**src/rtl/pc_seq_pkg.sv**
```systemverilog
// Shared types for the fetch PC sequencer: FSM states, redirect priority codes and default width.
package pc_seq_pkg;

    localparam int PCSEQ_XLEN = 32;

    typedef enum logic [1:0] {
        BOOT,
        RUN,
        WAIT,
        HALT
    } seq_state_e;

    // Ordered so that a plain magnitude compare gives redirect precedence
    typedef enum logic [1:0] {
        PRI_NONE,
        PRI_JMP,
        PRI_BR,
        PRI_TRAP
    } redir_pri_e;

endpackage

```
**src/rtl/pc_sequencer_redirect_arbiter.sv**
```systemverilog
// Combinational redirect priority mux (trap > branch > jump) plus the merge of a live
// redirect against the one already pending while instruction memory is busy.
module redirect_arbiter
    import pc_seq_pkg::*;
#(
    parameter int XLEN = PCSEQ_XLEN
) (
    input  logic            trap_en,
    input  logic [XLEN-1:0] trap_tgt,
    input  logic            br_taken,
    input  logic [XLEN-1:0] br_target,
    input  logic            jmp_en,
    input  logic [XLEN-1:0] jmp_target,
    input  logic            pend_vld,
    input  redir_pri_e      pend_pri,
    input  logic [XLEN-1:0] pend_tgt,
    output logic            redir_vld,
    output redir_pri_e      redir_pri,
    output logic [XLEN-1:0] redir_tgt,
    output logic            sel_vld,
    output redir_pri_e      sel_pri,
    output logic [XLEN-1:0] sel_tgt
);

    logic [XLEN-1:0] raw_tgt;
    redir_pri_e      pend_eff;

    always_comb begin
        redir_pri = PRI_NONE;
        raw_tgt   = '0;
        if (trap_en) begin
            redir_pri = PRI_TRAP;
            raw_tgt   = trap_tgt;
        end else if (br_taken) begin
            redir_pri = PRI_BR;
            raw_tgt   = br_target;
        end else if (jmp_en) begin
            redir_pri = PRI_JMP;
            raw_tgt   = jmp_target;
        end
    end

    assign redir_vld = (redir_pri != PRI_NONE);
    assign redir_tgt = raw_tgt & {{(XLEN-2){1'b1}}, 2'b00};
    assign pend_eff  = pend_vld ? pend_pri : PRI_NONE;

    // A live redirect of equal priority replaces the pending one; a weaker one is dropped
    always_comb begin
        if (redir_vld && (redir_pri >= pend_eff)) begin
            sel_pri = redir_pri;
            sel_tgt = redir_tgt;
        end else begin
            sel_pri = pend_eff;
            sel_tgt = pend_tgt;
        end
    end

    assign sel_vld = (sel_pri != PRI_NONE);

endmodule

```
**src/rtl/pc_sequencer.sv**
```systemverilog
// Fetch-stage PC sequencer: next-PC selection, stall/wait hold, pending redirects and HALT.
// Define PCSEQ_TRAP_EN to enable trap redirects to TRAP_VEC with EPC capture.
module pc_sequencer
    import pc_seq_pkg::*;
#(
    parameter int              XLEN     = PCSEQ_XLEN,
    parameter logic [XLEN-1:0] RESET_PC = '0,
    parameter logic [XLEN-1:0] TRAP_VEC = 'h100,
    parameter int              PC_STEP  = 4
) (
    input  logic            clk,
    input  logic            reset_n,
    input  logic            imem_ready,
    input  logic            stall,
    input  logic            br_taken,
    input  logic [XLEN-1:0] br_target,
    input  logic            jmp_en,
    input  logic [XLEN-1:0] jmp_target,
    input  logic            halt_req,
    input  logic            trap_en,
    output logic            imem_req,
    output logic [XLEN-1:0] imem_addr,
    output logic [XLEN-1:0] npc,
    output logic            if_valid,
    output logic            flush_if,
    output logic [XLEN-1:0] trap_epc
);

    seq_state_e      state, nstate;
    logic [XLEN-1:0] pc;
    logic            pend_vld;
    redir_pri_e      pend_pri;
    logic [XLEN-1:0] pend_tgt;
    logic            pend_load, pend_clr;
    logic            trap_req;
    logic            redir_vld, sel_vld;
    redir_pri_e      redir_pri, sel_pri;
    logic [XLEN-1:0] redir_tgt, sel_tgt;

`ifdef PCSEQ_TRAP_EN
    logic [XLEN-1:0] epc;

    assign trap_req = trap_en && (state != BOOT);

    always_ff @(posedge clk or negedge reset_n) begin
        if (!reset_n) begin
            epc <= '0;
        end else if (trap_req) begin
            epc <= pc;
        end
    end

    assign trap_epc = epc;
`else
    logic unused_trap;

    assign unused_trap = trap_en;
    assign trap_req    = 1'b0;
    assign trap_epc    = '0;
`endif

    redirect_arbiter #(
        .XLEN(XLEN)
    ) u_arb (
        .trap_en   (trap_req),
        .trap_tgt  (TRAP_VEC),
        .br_taken  (br_taken),
        .br_target (br_target),
        .jmp_en    (jmp_en),
        .jmp_target(jmp_target),
        .pend_vld  (pend_vld),
        .pend_pri  (pend_pri),
        .pend_tgt  (pend_tgt),
        .redir_vld (redir_vld),
        .redir_pri (redir_pri),
        .redir_tgt (redir_tgt),
        .sel_vld   (sel_vld),
        .sel_pri   (sel_pri),
        .sel_tgt   (sel_tgt)
    );

    assign imem_addr = pc;

    always_comb begin
        nstate    = state;
        npc       = pc;
        if_valid  = 1'b0;
        flush_if  = 1'b0;
        pend_load = 1'b0;
        pend_clr  = 1'b0;
        case (state)
            BOOT: begin
                npc    = RESET_PC;
                nstate = RUN;
            end
            RUN: begin
                if (redir_vld && imem_ready) begin
                    npc      = redir_tgt;
                    flush_if = 1'b1;
                end else if (redir_vld) begin
                    pend_load = 1'b1;
                    nstate    = WAIT;
                end else if (halt_req) begin
                    nstate = HALT;
                end else if (!imem_ready) begin
                    nstate = WAIT;
                end else if (!stall) begin
                    npc      = pc + XLEN'(PC_STEP);
                    if_valid = 1'b1;
                end
            end
            WAIT: begin
                if (imem_ready) begin
                    nstate   = RUN;
                    pend_clr = 1'b1;
                    if (sel_vld) begin
                        npc      = sel_tgt;
                        flush_if = 1'b1;
                    end
                end else if (redir_vld) begin
                    pend_load = 1'b1;
                end
            end
            HALT: begin
                // Only a trap can leave HALT; branches and jumps are ignored here
                if (redir_pri == PRI_TRAP) begin
                    npc      = redir_tgt;
                    flush_if = 1'b1;
                    nstate   = RUN;
                end
            end
            default: nstate = BOOT;
        endcase
    end

    always_ff @(posedge clk or negedge reset_n) begin
        if (!reset_n) begin
            state    <= BOOT;
            pc       <= RESET_PC;
            imem_req <= 1'b0;
            pend_vld <= 1'b0;
            pend_pri <= PRI_NONE;
            pend_tgt <= '0;
        end else begin
            state    <= nstate;
            pc       <= npc;
            imem_req <= (nstate == RUN) || (nstate == WAIT);
            if (pend_clr) begin
                pend_vld <= 1'b0;
                pend_pri <= PRI_NONE;
            end else if (pend_load) begin
                pend_vld <= sel_vld;
                pend_pri <= sel_pri;
                pend_tgt <= sel_tgt;
            end
        end
    end

endmodule

```
**config.mk**
```make
export PLATFORM = sky130hd
export DESIGN_NAME = pc_sequencer
export DESIGN_NICKNAME = d
export VERILOG_FILES = /design/src/rtl/pc_seq_pkg.sv /design/src/rtl/pc_sequencer_redirect_arbiter.sv /design/src/rtl/pc_sequencer.sv
export SDC_FILE = /design/constraint.sdc
export NUM_CORES = 1
export LEC_CHECK = 0
export BUFFER_PORTS_ARGS = -buffer_cell sky130_fd_sc_hd__buf_2
export CORE_UTILIZATION = 40
export CTS_BUF_LIST = sky130_fd_sc_hd__clkbuf_4 sky130_fd_sc_hd__clkbuf_8 sky130_fd_sc_hd__clkbuf_16
export CTS_CLUSTER_SIZE = 8
export DETAILED_ROUTE_END_ITERATION = 10
export PLACE_DENSITY = 0.65
export SYNTH_ARGS = -nofsm -noshare
export SYNTH_HDL_FRONTEND = slang
export SYNTH_HIERARCHICAL = 1
export SYNTH_SLANG_ARGS = --single-unit
```
**constraint.sdc**
```tcl
create_clock -name clk -period 6.5 [get_ports clk]
set_clock_uncertainty 0.1 [all_clocks]
set_input_delay 0.325 -clock clk [delete_from_list [all_inputs] [get_ports clk]]
set_output_delay 0.325 -clock clk [all_outputs]
set_load 0.01 [all_outputs]
```
Yosys cells after proc, flatten, opt, wreduce, memory -nomap -nowiden --
Index checks and enable logic that the tools add are counted. W data, S select, Z words.
Storage, ports and cells: flip-flop bits (word level) 70, bits of input ports 72, output and inout port bits 99, word-level logic and storage cells 67
Cells by class: add/sub/neg operators 1, magnitude comparators 1, eq/ne operators 6, mux-type cells 44, bitwise gates (word level) 1, reductions and logical operators 8
Operators with widths (number):
- $mux W32 | 11
- $pmux W32 S4 | 1
- $add A32 B3 Y32 const B | 1
- $mux W2 | 11
- $mux W1 | 18
- $eq A2 B2 Y1 const B | 4
- $pmux W2 S4 | 1
- $reduce_bool A2 Y1 | 3
- $eq A2 B1 Y1 const B | 2
- $pmux W1 S3 | 1
- $ge A2 B2 Y1 | 1
- $logic_and A1 B1 Y1 | 2
- $logic_not A2 Y1 | 1
- $pmux W1 S2 | 1
- $reduce_and A2 Y1 | 1
- $logic_or A1 B1 Y1 | 1
- $not A1 Y1 | 1

Depth between registers and ports, before layout --
depth in word-level cells 9, depth in mapped cells 15, depth with buffers taken out 11

Hierarchy --
The synthesis kept the hierarchy.
By module, submodules not included:
- pc_sequencer | times used 1, cells each 413, area an instance 4105.2 sq um, sequential area each 1751.7 sq um
- redirect_arbiter | times used 1, cells each 162, area an instance 1273.7 sq um, sequential area each 0.0 sq um

Worst setup path after synthesis --
No wires, ideal clock.
kind input-to-output, from input br_taken, to output npc[11], arrival time 2837 ps, data required time 6075 ps, slack 3238 ps, cell stages on the path 14, buffers on the path 4, cells stage by stage buf_4 > nor2b_4 > buf_6 > nor2_1 > ha_1 > nand2b_1 > a21oi_2 > o211ai_1 > nand2_1 > a21o_1 > clkbuf_1 > clkbuf_1 > a222oi_1 > a21oi_1
Between the ends: longest elaborated chain between the ends 8, elaborated cells between the ends (all ways) 16, those cells by class order compare: 1; eq/ne: 1; mux: 10; reduce/logical: 4
Ends and longest elaborated chain:
- start, declared | line pc_sequencer.sv:15 | input logic br_taken,
- $mux W2 * | line pc_sequencer_redirect_arbiter.sv:34 | end else if (br_taken) begin
- $ge A2 B2 Y1 / $reduce_bool A2 Y1 (equally long branches) | line pc_sequencer_redirect_arbiter.sv:49, pc_sequencer_redirect_arbiter.sv:43
- $logic_and A1 B1 Y1 | line pc_sequencer_redirect_arbiter.sv:49 | if (redir_vld && (redir_pri >= pend_eff)) begin
- $mux W2 * | line pc_sequencer_redirect_arbiter.sv:49
- $reduce_bool A2 Y1 * | line pc_sequencer_redirect_arbiter.sv:58 | assign sel_vld = (sel_pri != PRI_NONE);
- via sel_vld | line pc_sequencer.sv:36 | logic redir_vld, sel_vld;
- $mux W32 * | line pc_sequencer.sv:116 | if (sel_vld) begin
- $mux W32 * | line pc_sequencer.sv:113 | if (imem_ready) begin
- $pmux W32 S4 * | line pc_sequencer.sv:91 | case (state)
- end, declared | line pc_sequencer.sv:23 | output logic [XLEN-1:0] npc,
Mark *: on every way through the listed nets, which the timed path passes. The rest lies on a longest branch.

Worst setup path after layout --
from input br_taken, to output npc[26]
The elaborated chain is that of the path after synthesis.

==> results by group <==
Status
  • Status: completed

Route
  • Remaining DRCs: 0
  • Routed wire length: 15530 um
  • DR iter-0 viols: 374
  • Avg Vias per Cell: 5.691
  • Post-route ant nets: 0
  • Vias: 5059
  • Wire per inst: 17.47 um
  • Pre-Repair DR Iteration Count: 8

Synth
  • Top cells by area, synth: dfrtp_1 33%, mux2_2 7.5%, mux2_4 7.5%, a221oi_1 5.4%, buf_4 5.2%
  • Post-synth EDFFs: 0
  • Ys flop type: dfrtp_1
  • Ys Warns: 6
  • Number of synthesized register bits: 70
  • Register area share after synthesis: 0.3257
  • Most frequent cells after synthesis: 70 x dfrtp_1, 43 x a21oi_1, 39 x inv_1
  • Post-Syn Instances: 575
  • Syn avg cell area: 9.355 um2
  • Most common cell in the netlist: dfrtp_1
  • Largest area contributor in the netlist: dfrtp_1
  • Mapped cell area: 5379 um2
  • Top cell type's share of synthesized area: 0.3257
  • Netlist cell types: 57
  • Synth async-reset ratio: 1.000

Layout
  • N_diodes: 0
  • Final Core Density: 0.4787
  • Ratio of cells with drive above 1 in the final layout: 0.3212
  • Layout fillers: 1269
  • Finished Layout Cells: 889
  • Net count, final: 789
  • Area Overhead vs Synth: 17.38%

Placement
  • GP Congestion: 0.8403
  • Pre-CTS setup slack: 1.801 ns
  • Placed cells: 874
  • Buffers on Ports: 133
  • DP HPWL: 10710 um

Worst setup path
  • Worst setup EP type: output port
  • Critical Path Source Type: input port
  • Crit path DAT: 4.32 ns
  • Worst EP required: 6.07 ns
  • Critical path class: in2out
  • Largest fanout on the critical path: 33

Timing
  • Fin crit period: 4.745 ns
  • Worst Tran Pin Value: 1.165 ns
  • Post-route setup TNS: 0 ns
  • Final Max Slew Viols: 0
  • Relative slew slack: 0.2215
  • Top achievable clock speed: 210.7 MHz
  • Final setup viols: 0
  • Final hold viol count: 0
  • Fin crit share: 0.7300
  • Worst setup slack after layout: 1.755 ns
  • RSZ-0062 raised after global routing: false

Power
  • Net Switching: 1.106 mW
  • Overall Power: 2.585 mW
  • Maximum VDD drop: 0.0001912 V
  • Pleak: 2.955 nW
  • Switching Share: 0.4276
  • Comb pwr share: 0.504
  • Internal power: 1.480 mW
  • Sequential power share: 0.322
  • P per Cell Area: 409.5 nW/um2
  • Clock power share: 0.174

Floorplan
  • Core Footprint: 13190 um2
  • Starting Density: 0.4078
  • DIE AREA: 13910 um2
  • Core Rows: 42
  • Total I/O pin count: 171
  • Die height: 118.0 um
  • Die Wd: 118.0 um

Clock tree
  • CTS tree: built
  • Cts hold-fix bufs: 0
  • PostCTS Resize Cnt: 0
  • Clock latency on the worst-skew pair: 0.34 ns
  • Clock Path Buffers: 2
  • # Post-CTS Setup Buffers: 0
  • Reg clk slew, reported paths: 0.05 ns
  • Clock H-tree levels: 3
  • Root Driver: clkbuf_16
  • Number of buffers created by CTS: 9
  • CTS sink cnt: 70

Global route
  • Vias in the first global route: 4877
  • GRT Total Usage: 0.2275
  • Largest net degree at the start of global routing: 71
  • GR Overflow Total: 0
  • First-pass GRT wire length: 25170 um
  • Initial antenna violation count: 0

Run
  • Max cap viols: 0

Hold path
  • Min-delay worst type: in2async
-- final cells by class --
type,count,area (um2),share of cell area
clock buffers,13,255.2,0.04043
clock inverters,2,10.01,0.001585
inverters,40,150.1,0.02378
multi-input cells,450,3223,0.5105
flip-flops and latches,70,1752,0.2774
well taps,176,220.2,0.03488
repair buffers,138,703.2,0.1114
-- flip-flops by register name, summed over array words and instances, names as in the netlist --
register / flops
imem_addr: 32
pend_pri: 2
pend_vld: 1
pend_tgt: 32
imem_req: 1
state: 2
-- critical path, cell delays in order --
cell and delay (ns):
buf_2 0.33, nor2b_4 0.73, nor2_1 0.18, ha_1 0.33
nand2b_1 0.15, a21oi_2 0.29, o211ai_1 0.17, nand2_1 0.11
a21o_1 0.76, a222oi_1 0.31, a21o_1 0.23, a31oi_1 0.20
buf_2 0.17
-- cell usage in the layout, fill, tap and decap left out, types with 2 or more instances in the layout --
cell type and n:
o211ai_1 2, a31oi_1 12, dfrtp_1 70, buf_2 133, o22ai_1 8, a222oi_1 22
nor2b_1 4, xor2_1 7, mux2_4 27, nor4_1 4, nand4_1 13, mux2_2 36
nor4b_1 2, a41oi_1 2, a21oi_1 43, nand2_1 36, a31o_2 2, nor3_1 8
o21a_1 2, o21ai_0 22, conb_1 65, nor2_1 22, and2_1 2, a22oi_1 9
clkinv_2 2, buf_4 5, clkbuf_16 9, and4_1 7, and3_1 7, a211o_1 2
inv_1 39, nand3_1 6, clkbuf_4 4, nor2_4 4, ha_1 8, mux2i_1 3
a21o_1 7, a221oi_1 33, xnor2_1 5
-- per-stage QoR --
step | area, um2 | hold slack (ns)
3_5_place_dp | 6048 | 0.3878
6_report | 6314 | 0.08421
2_1_floorplan | 5612 | -0.07059
3_3_place_gp | 6048 | 0.3810
4_1_cts | 6314 | 0.1517
5_1_grt | 6314 | 0.1980
-- power groups by stage --
stage          Clock, mW  Sequential (mW)  Combinational [mW]
6_report           0.450            0.833                1.30
5_1_grt            0.483            0.860                1.42
4_1_cts            0.459            0.828                1.30
3_5_place_dp           0            0.834                1.30
3_3_place_gp           0            0.820                1.27
2_1_floorplan          0            0.820               0.894
-- logic make-up (layout without fill, tap and decap cells) --
group	count (synthesis)	after routing	synth area share
compound gates	173	173	0.2273
xor+xnor	12	12	0.01954
fa+ha+maj	8	8	0.01861
buf+inv	117	193	0.1210
flops	70	70	0.3257
mux	66	66	0.1563
other cells	3	65	0.002093
simple gates	126	126	0.1296
-- path summary, 6_finish.rpt --
kind / start / to / slack [ns] / cells past startpoint
worst max-delay path: br_taken / npc[26] / 1.75 / 13
worst min-delay path: reset_n / pend_tgt[21]$_DFFE_PN0P_ / 0.08 / 2
worst max register to register: pend_vld$_DFFE_PN0P_ / imem_addr[11]$_DFF_PN0_ / 3.24 / 10
worst min register to register: pend_tgt[1]$_DFFE_PN0P_ / pend_tgt[1]$_DFFE_PN0P_ / 0.40 / 1
max in group asynchronous: reset_n / pend_tgt[18]$_DFFE_PN0P_ / 5.58 / 2
min in group clk: imem_ready / state[1]$_DFF_PN0_ / 0.28 / 2
-- per-layer routing --
layer  vias up  share of wire  wire (um)  track usage
met5         -              0          0            0
met1      2463           0.44       6818       0.2955
li1       2351              -          -            -
met2       226           0.48       7409       0.3805
met3        19          0.069       1074      0.04700
met4         0          0.015        226      0.06490
(Power assumes the default switching activity.)
